[src/rtl/quad_decoder.sv]
// Quadrature decoder: two-flop synchronizers, a debounce filter on the AB
// pair, and a Gray-sequence state machine that drives a 4-bit position
// counter with wrap, direction and sticky illegal-transition reporting.
//
//   state | meaning
//   ------+-----------------------------------------------------------
//   INIT  | no baseline yet; the first accepted pair is taken silently
//   S00   | accepted AB = 00
//   S10   | accepted AB = 10
//   S11   | accepted AB = 11
//   S01   | accepted AB = 01
module quad_decoder #(
  parameter int unsigned FILT_LEN = 3
) (
  input  logic       clk,
  input  logic       reset,
  input  logic       quad_a,
  input  logic       quad_b,
  input  logic       load,
  input  logic [3:0] data,
  input  logic       clr_err,
  output logic       step,
  output logic       up_down,
  output logic [3:0] count,
  output logic       wrap,
  output logic       error
);

  typedef enum logic [2:0] {INIT, S00, S10, S11, S01} state_t;

  localparam logic [3:0] FILT_TC = 4'(FILT_LEN);

  logic [1:0] sync_a_q, sync_b_q;
  logic [1:0] prime_q;
  logic [1:0] ab_sync;

  logic [1:0] cand_q, cand_d;
  logic [1:0] acc_q, acc_d;
  logic [3:0] rem_q, rem_d;
  logic       base_q, base_d;
  logic       acc_stb_q, acc_stb_d;

  state_t     state_q;
  state_t     tgt;
  logic       is_up, is_dn, is_bad;
  logic       step_q, up_down_q, wrap_q, error_q;
  logic [3:0] count_q;

  function automatic state_t pair_state(input logic [1:0] ab);
    case (ab)
      2'b00:   return S00;
      2'b10:   return S10;
      2'b11:   return S11;
      default: return S01;
    endcase
  endfunction

  function automatic state_t up_next(input state_t s);
    case (s)
      S00:     return S10;
      S10:     return S11;
      S11:     return S01;
      S01:     return S00;
      default: return INIT;
    endcase
  endfunction

  function automatic state_t dn_next(input state_t s);
    case (s)
      S00:     return S01;
      S01:     return S11;
      S11:     return S10;
      S10:     return S00;
      default: return INIT;
    endcase
  endfunction

  assign ab_sync = {sync_a_q[1], sync_b_q[1]};

  // Two-flop synchronizers; prime_q marks when the second stage holds a real sample.
  always_ff @(posedge clk or posedge reset) begin
    if (reset) begin
      sync_a_q <= 2'b00;
      sync_b_q <= 2'b00;
      prime_q  <= 2'b00;
    end else begin
      sync_a_q <= {sync_a_q[0], quad_a};
      sync_b_q <= {sync_b_q[0], quad_b};
      prime_q  <= {prime_q[0], 1'b1};
    end
  end

  // Debounce: rem counts down the samples still needed before the candidate is accepted.
  always_comb begin
    cand_d    = cand_q;
    acc_d     = acc_q;
    rem_d     = rem_q;
    base_d    = base_q;
    acc_stb_d = 1'b0;
    if (prime_q[1]) begin
      if (!base_q || (ab_sync != acc_q)) begin
        if ((rem_q != 4'd0) && (ab_sync == cand_q)) begin
          if (rem_q == 4'd1) begin
            acc_d     = ab_sync;
            base_d    = 1'b1;
            acc_stb_d = 1'b1;
            rem_d     = 4'd0;
          end else begin
            rem_d = rem_q - 4'd1;
          end
        end else begin
          cand_d = ab_sync;
          if (FILT_TC == 4'd1) begin
            acc_d     = ab_sync;
            base_d    = 1'b1;
            acc_stb_d = 1'b1;
            rem_d     = 4'd0;
          end else begin
            rem_d = FILT_TC - 4'd1;
          end
        end
      end else begin
        rem_d = 4'd0;
      end
    end
  end

  // Filter registers.
  always_ff @(posedge clk or posedge reset) begin
    if (reset) begin
      cand_q    <= 2'b00;
      acc_q     <= 2'b00;
      rem_q     <= 4'd0;
      base_q    <= 1'b0;
      acc_stb_q <= 1'b0;
    end else begin
      cand_q    <= cand_d;
      acc_q     <= acc_d;
      rem_q     <= rem_d;
      base_q    <= base_d;
      acc_stb_q <= acc_stb_d;
    end
  end

  // Classify a freshly accepted pair against the current state.
  always_comb begin
    tgt    = pair_state(acc_q);
    is_up  = acc_stb_q && (state_q != INIT) && (tgt == up_next(state_q));
    is_dn  = acc_stb_q && (state_q != INIT) && (tgt == dn_next(state_q));
    is_bad = acc_stb_q && (state_q != INIT) && !is_up && !is_dn;
  end

  // State machine with registered step/direction/count/wrap/error outputs.
  always_ff @(posedge clk or posedge reset) begin
    if (reset) begin
      state_q   <= INIT;
      step_q    <= 1'b0;
      up_down_q <= 1'b0;
      count_q   <= 4'd0;
      wrap_q    <= 1'b0;
      error_q   <= 1'b0;
    end else begin
      if (acc_stb_q) begin
        state_q <= tgt;
      end
      step_q <= is_up | is_dn;
      if (is_up | is_dn) begin
        up_down_q <= is_up;
      end
      // load overrides the step's count update and suppresses wrap
      if (load) begin
        count_q <= data;
        wrap_q  <= 1'b0;
      end else if (is_up) begin
        count_q <= count_q + 4'd1;
        wrap_q  <= (count_q == 4'd15);
      end else if (is_dn) begin
        count_q <= count_q - 4'd1;
        wrap_q  <= (count_q == 4'd0);
      end else begin
        wrap_q <= 1'b0;
      end
      // a new illegal transition beats a simultaneous clear
      if (is_bad) begin
        error_q <= 1'b1;
      end else if (clr_err) begin
        error_q <= 1'b0;
      end
    end
  end

  assign step    = step_q;
  assign up_down = up_down_q;
  assign count   = count_q;
  assign wrap    = wrap_q;
  assign error   = error_q;

endmodule

[config.mk]
export PLATFORM = sky130hd
export DESIGN_NAME = quad_decoder
export DESIGN_NICKNAME = d
export VERILOG_FILES = /design/src/rtl/quad_decoder.sv
export SDC_FILE = /design/constraint.sdc
export NUM_CORES = 1
export LEC_CHECK = 0
export BUFFER_PORTS_ARGS = -buffer_cell sky130_fd_sc_hd__buf_2
export CELL_PAD_IN_SITES_DETAIL_PLACEMENT = 0
export CELL_PAD_IN_SITES_GLOBAL_PLACEMENT = 1
export CORE_AREA = 2 2 47 81
export CTS_CLUSTER_DIAMETER = 50
export DETAILED_ROUTE_END_ITERATION = 8
export DIE_AREA = 0 0 49 83
export HOLD_SLACK_MARGIN = 0.02
export PLACE_DENSITY = 0.87
export SLEW_MARGIN = 20
export SYNTH_ARGS = -nofsm -noshare
export SYNTH_HDL_FRONTEND = slang
export SYNTH_SLANG_ARGS = --single-unit
[constraint.sdc]
create_clock -name clk -period 8 [get_ports clk]
set_clock_uncertainty 0.15 [all_clocks]
set_input_delay 0.8 -clock clk [delete_from_list [all_inputs] [get_ports clk]]
set_output_delay 0.8 -clock clk [all_outputs]
set_load 0.02 [all_outputs]
# ---- Yosys cells after proc, flatten, opt, wreduce, memory -nomap -nowiden
# Index checks and enable logic that the tools add are counted.
dict set report word_totals {
  register_bits 27
  latchBits 0
  ram_bits 0
  rom_bits 0
  out_inout_bits 8
  word_cells 67
  mem_count 0
}
dict set report classes {
  add_sub_neg 3
  mul 0
  div_mod_pow 0
  magnitude_cmp 0
  eq_ne 12
  n_shift 0
  muxes 18
  bitwise 2
  n_reduce_logical 18
}
# op n
set op_table {}
lappend op_table {{$mux 4} 6}
lappend op_table {{$pmux 3 s4} 2}
lappend op_table {{$mux 1} 9}
lappend op_table {{$pmux 3 s3} 1}
lappend op_table {{$sub 4x1->4 const B} 2}
lappend op_table {{$eq 3x2->1 const B} 2}
lappend op_table {{$eq 3x3->1} 2}
lappend op_table {{$logic_and 1x1->1} 6}
lappend op_table {{$reduce_bool 3->1} 2}
lappend op_table {{$add 4x1->4 const B} 1}
lappend op_table {{$eq 2x2->1 const B} 2}
lappend op_table {{$eq 4x1->1 const B} 1}
lappend op_table {{$eq 4x4->1 const B} 1}
lappend op_table {{$logic_not 4->1} 1}
lappend op_table {{$reduce_and 4->1} 1}
lappend op_table {{$reduce_bool 4->1} 1}
lappend op_table {{$eq 3x1->1 const B} 1}
lappend op_table {{$eq 3x3->1 const B} 1}
lappend op_table {{$logic_not 1->1} 3}
lappend op_table {{$reduce_and 3->1} 1}
lappend op_table {{$eq 2x2->1} 1}
lappend op_table {{$logic_not 2->1} 1}
lappend op_table {{$ne 2x2->1} 1}
lappend op_table {{$reduce_bool 2->1} 1}
lappend op_table {{3 further kinds} 3}

# ---- Depth between registers and ports, before layout
dict set report logic_depth {
  word_depth 8
  ltp_mapped 11
  mapped_depth_nobuf 11
}

# ---- Least setup slack after synthesis
# OpenSTA, ideal clock, no wires.
dict set report synth_path {
  path_type {flip-flop to flip-flop}
  startpoint {register acc_q[0]}
  endpoint {register count_q[3], in the netlist count[3]}
  setup_time_ns 0.087
  arrival_ns 2.577
  setup_slack_ns 5.187
  path_stages_with_launch 12
  path_buffers 0
  synth_period_minus_slack_ns 2.813
  path_cell_list {dfrtp_1 inv_1 ha_1 or4b_1 o311ai_2 o211ai_4 ha_1 a21o_1 a21oi_1 and4bb_2 a221oi_2 o211ai_1}
}
dict set report synth_via {
  elab_chain_len 6
  word_cells_on_any_way 11
  classes_between {eq/ne (4); mux (3); reduce/logical (4)}
}
# item line_no
set synth_rtl {}
lappend synth_rtl {{start: declaration} 38} ;# logic [1:0] acc_q, acc_d;
lappend synth_rtl {{start signal: assignment} 132} ;# acc_q <= 2'b00;
lappend synth_rtl {{start signal: assignment} 138} ;# acc_q <= acc_d;
lappend synth_rtl {{$eq 2x2->1 / $logic_not 2->1 (equally long branches)} 50} ;# case (ab)
lappend synth_rtl {{$pmux 3 s3 (*)} 50}
lappend synth_rtl {{$eq 3x3->1} 148} ;# is_up = acc_stb_q && (state_q != INIT) && (tgt == up_next(state_q));
lappend synth_rtl {{$logic_and 1x1->1} 148}
lappend synth_rtl {{$mux 4} 174} ;# end else if (is_up) begin
lappend synth_rtl {{$mux 4} 171} ;# if (load) begin
lappend synth_rtl {{end signal: assignment} 172} ;# count_q <= data;
lappend synth_rtl {{end signal: assignment} 175} ;# count_q <= count_q + 4'd1;
lappend synth_rtl {{end signal: assignment} 178} ;# count_q <= count_q - 4'd1;
lappend synth_rtl {{end: declaration} 47} ;# logic [3:0] count_q;
# Mark *: on every way between the ends. The rest lies on a longest branch, timed or not.
# A chain may end at the register's enable or synchronous reset.

# ---- Worst setup path after layout
dict set report layout_path {
  startpoint {register acc_q[1]}
  endpoint {register count_q[3], in the netlist count[3]}
}
dict set report layout_via {
  elab_chain_len 6
  word_cells_on_any_way 11
  classes_between {eq/ne (4); mux (3); reduce/logical (4)}
}
# item line_no
set layout_rtl {}
lappend layout_rtl {{$eq 2x2->1 / $logic_not 2->1 (equally long branches)} 50}
lappend layout_rtl {{$pmux 3 s3 (*)} 50}
lappend layout_rtl {{named net tgt[2]} 44} ;# state_t tgt;
lappend layout_rtl {{$eq 3x3->1} 148}
lappend layout_rtl {{$logic_and 1x1->1} 148}
lappend layout_rtl {{$mux 4} 174}
lappend layout_rtl {{$mux 4} 171}
# Mark *: on every way through the listed nets, which the timed path passes. The rest lies on a longest branch.

==> flow_metrics.env <==
export IMPL_syn_avg_cell_area_um2=10.5
export IMPL_final_cell_mix="dfrtp_1 (27), buf_2 (17), nand2_1 (16), o21ai_0 (12)"
export IMPL_clock_sinks=27
export IMPL_ys_ff_latch=27
export IMPL_drt_iter0_drc=31
export IMPL_crit_chain="inv_1 > ha_1 > o21bai_2 > o311ai_2 > o211ai_4 > ha_1 > a21o_1 > a21oi_1 > and4bb_2 > a221oi_2 > o211ai_1"
export IMPL_r2r_start="acc_q[1]"
export IMPL_track_usage_pct=14.9
export IMPL_clk_latency_ns=0.28
export IMPL_diodes=0
export IMPL_cp_start_kind="flop"
export IMPL_die_area_um2=4070
export IMPL_gp_congestion=0.795
export IMPL_status="finished, final reports clean"
export IMPL_pre_cts_slack_ns=4.94
export IMPL_core_area_um2=3400
export IMPL_viasPerCell=5.44
export IMPL_first_pass_iters=4
export IMPL_max_slew_worst_pin_slew_ns=0.554
export IMPL_drc=0
export IMPL_cts_root_buf="clkbuf_8"
export IMPL_pwr_share_seq_pct=45.9
export IMPL_antenna_found_initial=0
export IMPL_finalInstanceArea_um2=1720
export IMPL_area_delta_synth_final_pct=9.94
export IMPL_cpMaxStageDelayCell="dfrtp_1"
export IMPL_ir_drop_uv=150
export IMPL_ios=18
export IMPL_slew_headroom_pct=63.0
export IMPL_synthTopCellsByArea="dfrtp_1 (43%), ha_1 (6.4%), mux2i_1 (3.8%)"
export IMPL_timing_hold_violations_final=0
export IMPL_grt_start_max_net_pins=28
export IMPL_synth_cell_types=47
export IMPL_cts_tree="built"
export IMPL_yosysWarnings=0
export IMPL_placed_area_um2=1670
export IMPL_nets=184
export IMPL_synth_area_um2=1560
export IMPL_cts_buffers=3
export IMPL_finalSetupViolations=0
export IMPL_cp_end_kind="flop"
export IMPL_cp_data_arrival_time_ns=3.15
export IMPL_fin_crit_sh_pct=38.7
export IMPL_path_max_fanout=12
export IMPL_wl_per_cell_um=13.6
export IMPL_swShare_pct=35.8
export IMPL_crit_type="reg2reg"
export IMPL_die_w_um=49
export IMPL_synth_top_area_cell="dfrtp_1"
export IMPL_holdCritPathClass="reg2reg"
export IMPL_drive_gt1_share_pct=22.6
export IMPL_combinationalPowerShare_pct=33.1
export IMPL_netlist_instances=149
export IMPL_grt_pass1_wl_um=4800
export IMPL_fp_dieH_um=83
export IMPL_max_stage_delay_ns=0.42
export IMPL_grt_pass1_vias=1077
export IMPL_p_total_uw=380
export IMPL_postCtsHoldBufs=0
export IMPL_path_delay_family="compound AO/OA/AOI/OAI gates"
export IMPL_leakagePower_uw=0.000776
export IMPL_cp_common_cell="ha_1"
export IMPL_cts_setup_buffers=0
export IMPL_post_route_min_period_ns=3.10
export IMPL_internal_power_uw=244
export IMPL_cts_buffer_depth=2
export IMPL_cts_max_level=1
export IMPL_fin_util_pct=50.5
export IMPL_start_util_pct=45.9
export IMPL_path_buf_inv=1
export IMPL_setup_tns_ns=0
export IMPL_slew_violations=0
export IMPL_startpoint="acc_q[1]"
export IMPL_io_buffers=17
export IMPL_fin_ws_ns=4.90
export IMPL_cp_required_ns=8.06
export IMPL_pwr_share_clk_pct=21.0
export IMPL_maxCapViolations=0
export IMPL_num_vias=1138
export IMPL_grt_overflow=0
export IMPL_rsz0062_at_grt="false"
export IMPL_p_sw_uw=136
export IMPL_yosysSeqAreaShare_pct=43.3
export IMPL_fp_row_count=28
export IMPL_hpwl_um=2130
export IMPL_fmax_mhz=323
export IMPL_cts_resized=0
export IMPL_synth_nets=168
export IMPL_hp_start="sync_a_q[0]"
export IMPL_layout_commonest_cell="dfrtp_1"
export IMPL_drt_total_wl_um=2850
export IMPL_synth_top_area_share_pct=43.3
export IMPL_ant_nets=0
export IMPL_clkSlewWorstSetupHoldPaths_ns=0.10
export IMPL_power_density_nw_per_um2=222
## state kept, by name, summed over array words and instances (netlist names)
| signal | count |
|---|---|
| acc_q | 2 |
| acc_stb_q | 1 |
| base_q | 1 |
| cand_q | 2 |
| count | 4 |
| error | 1 |
| prime_q | 2 |
| rem_q | 4 |
| state_q | 3 |
| step | 1 |
| sync_a_q | 2 |
| sync_b_q | 2 |
| up_down | 1 |
| wrap | 1 |
## worst register-to-register path, delay by kind of cell, from the launching register on
family,cells,cell delay [ns]
AO/OA/AOI/OAI,7,1.48
adder cells (fa/ha/maj),2,0.61
flip-flops,1,0.42
AND/OR/NAND/NOR,1,0.28
buffers and inverters,1,0.08
## metal layers
metal	GRT usage, %	vias to the layer above	wire length, um
met1	17.4	556	1200
met4	7.01	0	55
met3	2.16	5	74
met5	0	-	0
li1	-	561	-
met2	26.4	16	1520
## area by class of cell
cell class	count	area (um^2)
fillers	314	1680
multi-input cells	107	816
flip-flops and latches	27	676
repair buffers	17	85.1
well taps	45	56.3
clock buffers	3	41.3
inverters	9	33.8
clock inverters	1	7.51
## cell families after synthesis
group                      synth area share (%)
muxes                                      6.74
other                                     0.240
and+or+nand+nor                            18.6
AOI/OAI and AO/OA                          15.1
adders and majority gates                  7.70
DFF                                        43.3
buffers and inverters                      4.41
xor gates and xnor gates                   3.93
## per-stage QoR
step	hold slack, ns	std cells
global placement	0.185	205
floorplan	0.181	149
CTS	0.210	209
global route	0.218	209
finish	0.206	209
detailed placement	0.188	205
## path summary, 6_finish.rpt
path,endpoint,slack [ns],cells past startpoint
max in group asynchronous,rem_q[2],6.92,2
worst max-delay path,count[3],4.90,11
worst min-delay path,sync_a_q[1],0.21,0
worst max register to register,count[3],4.90,11
worst min register to register,sync_a_q[1],0.21,0
min in group asynchronous,state_q[2],0.41,2
## power by group through the flow
stage / combinational, uW / sequential [uW] / clock (uW)
after floorplan: 105 / 171 / 0
after global placement: 121 / 176 / 0
after detailed placement: 125 / 178 / 0
after CTS: 126 / 175 / 83.7
after global routing: 138 / 178 / 90.0
final: 126 / 175 / 79.9
## cell usage after synthesis, drive strengths merged
master	instances
o221a	1
a21o	1
o211ai	2
nand4	2
mux2i	6
nor3b	2
o41ai	1
conb	1
inv	9
fa	1
and4bb	1
o21bai	1
a221oi	1
buf	5
or4	2
nor3	2
o21ai	13
o22ai	3
dfrtp	27
o311ai	1
xnor2	4
a32o	1
and3b	1
or2b	1
nor4	3
nand2	16
nor4bb	2
nor2b	1
nand2b	1
a21oi	3
mux2	4
nor2	5
ha	8
or2	2
or3b	2
or4b	1
clkbuf	1
o22a	1
nand4b	1
xor2	3
nand3	6
No activity file was read; power rests on OpenSTA's default activity.
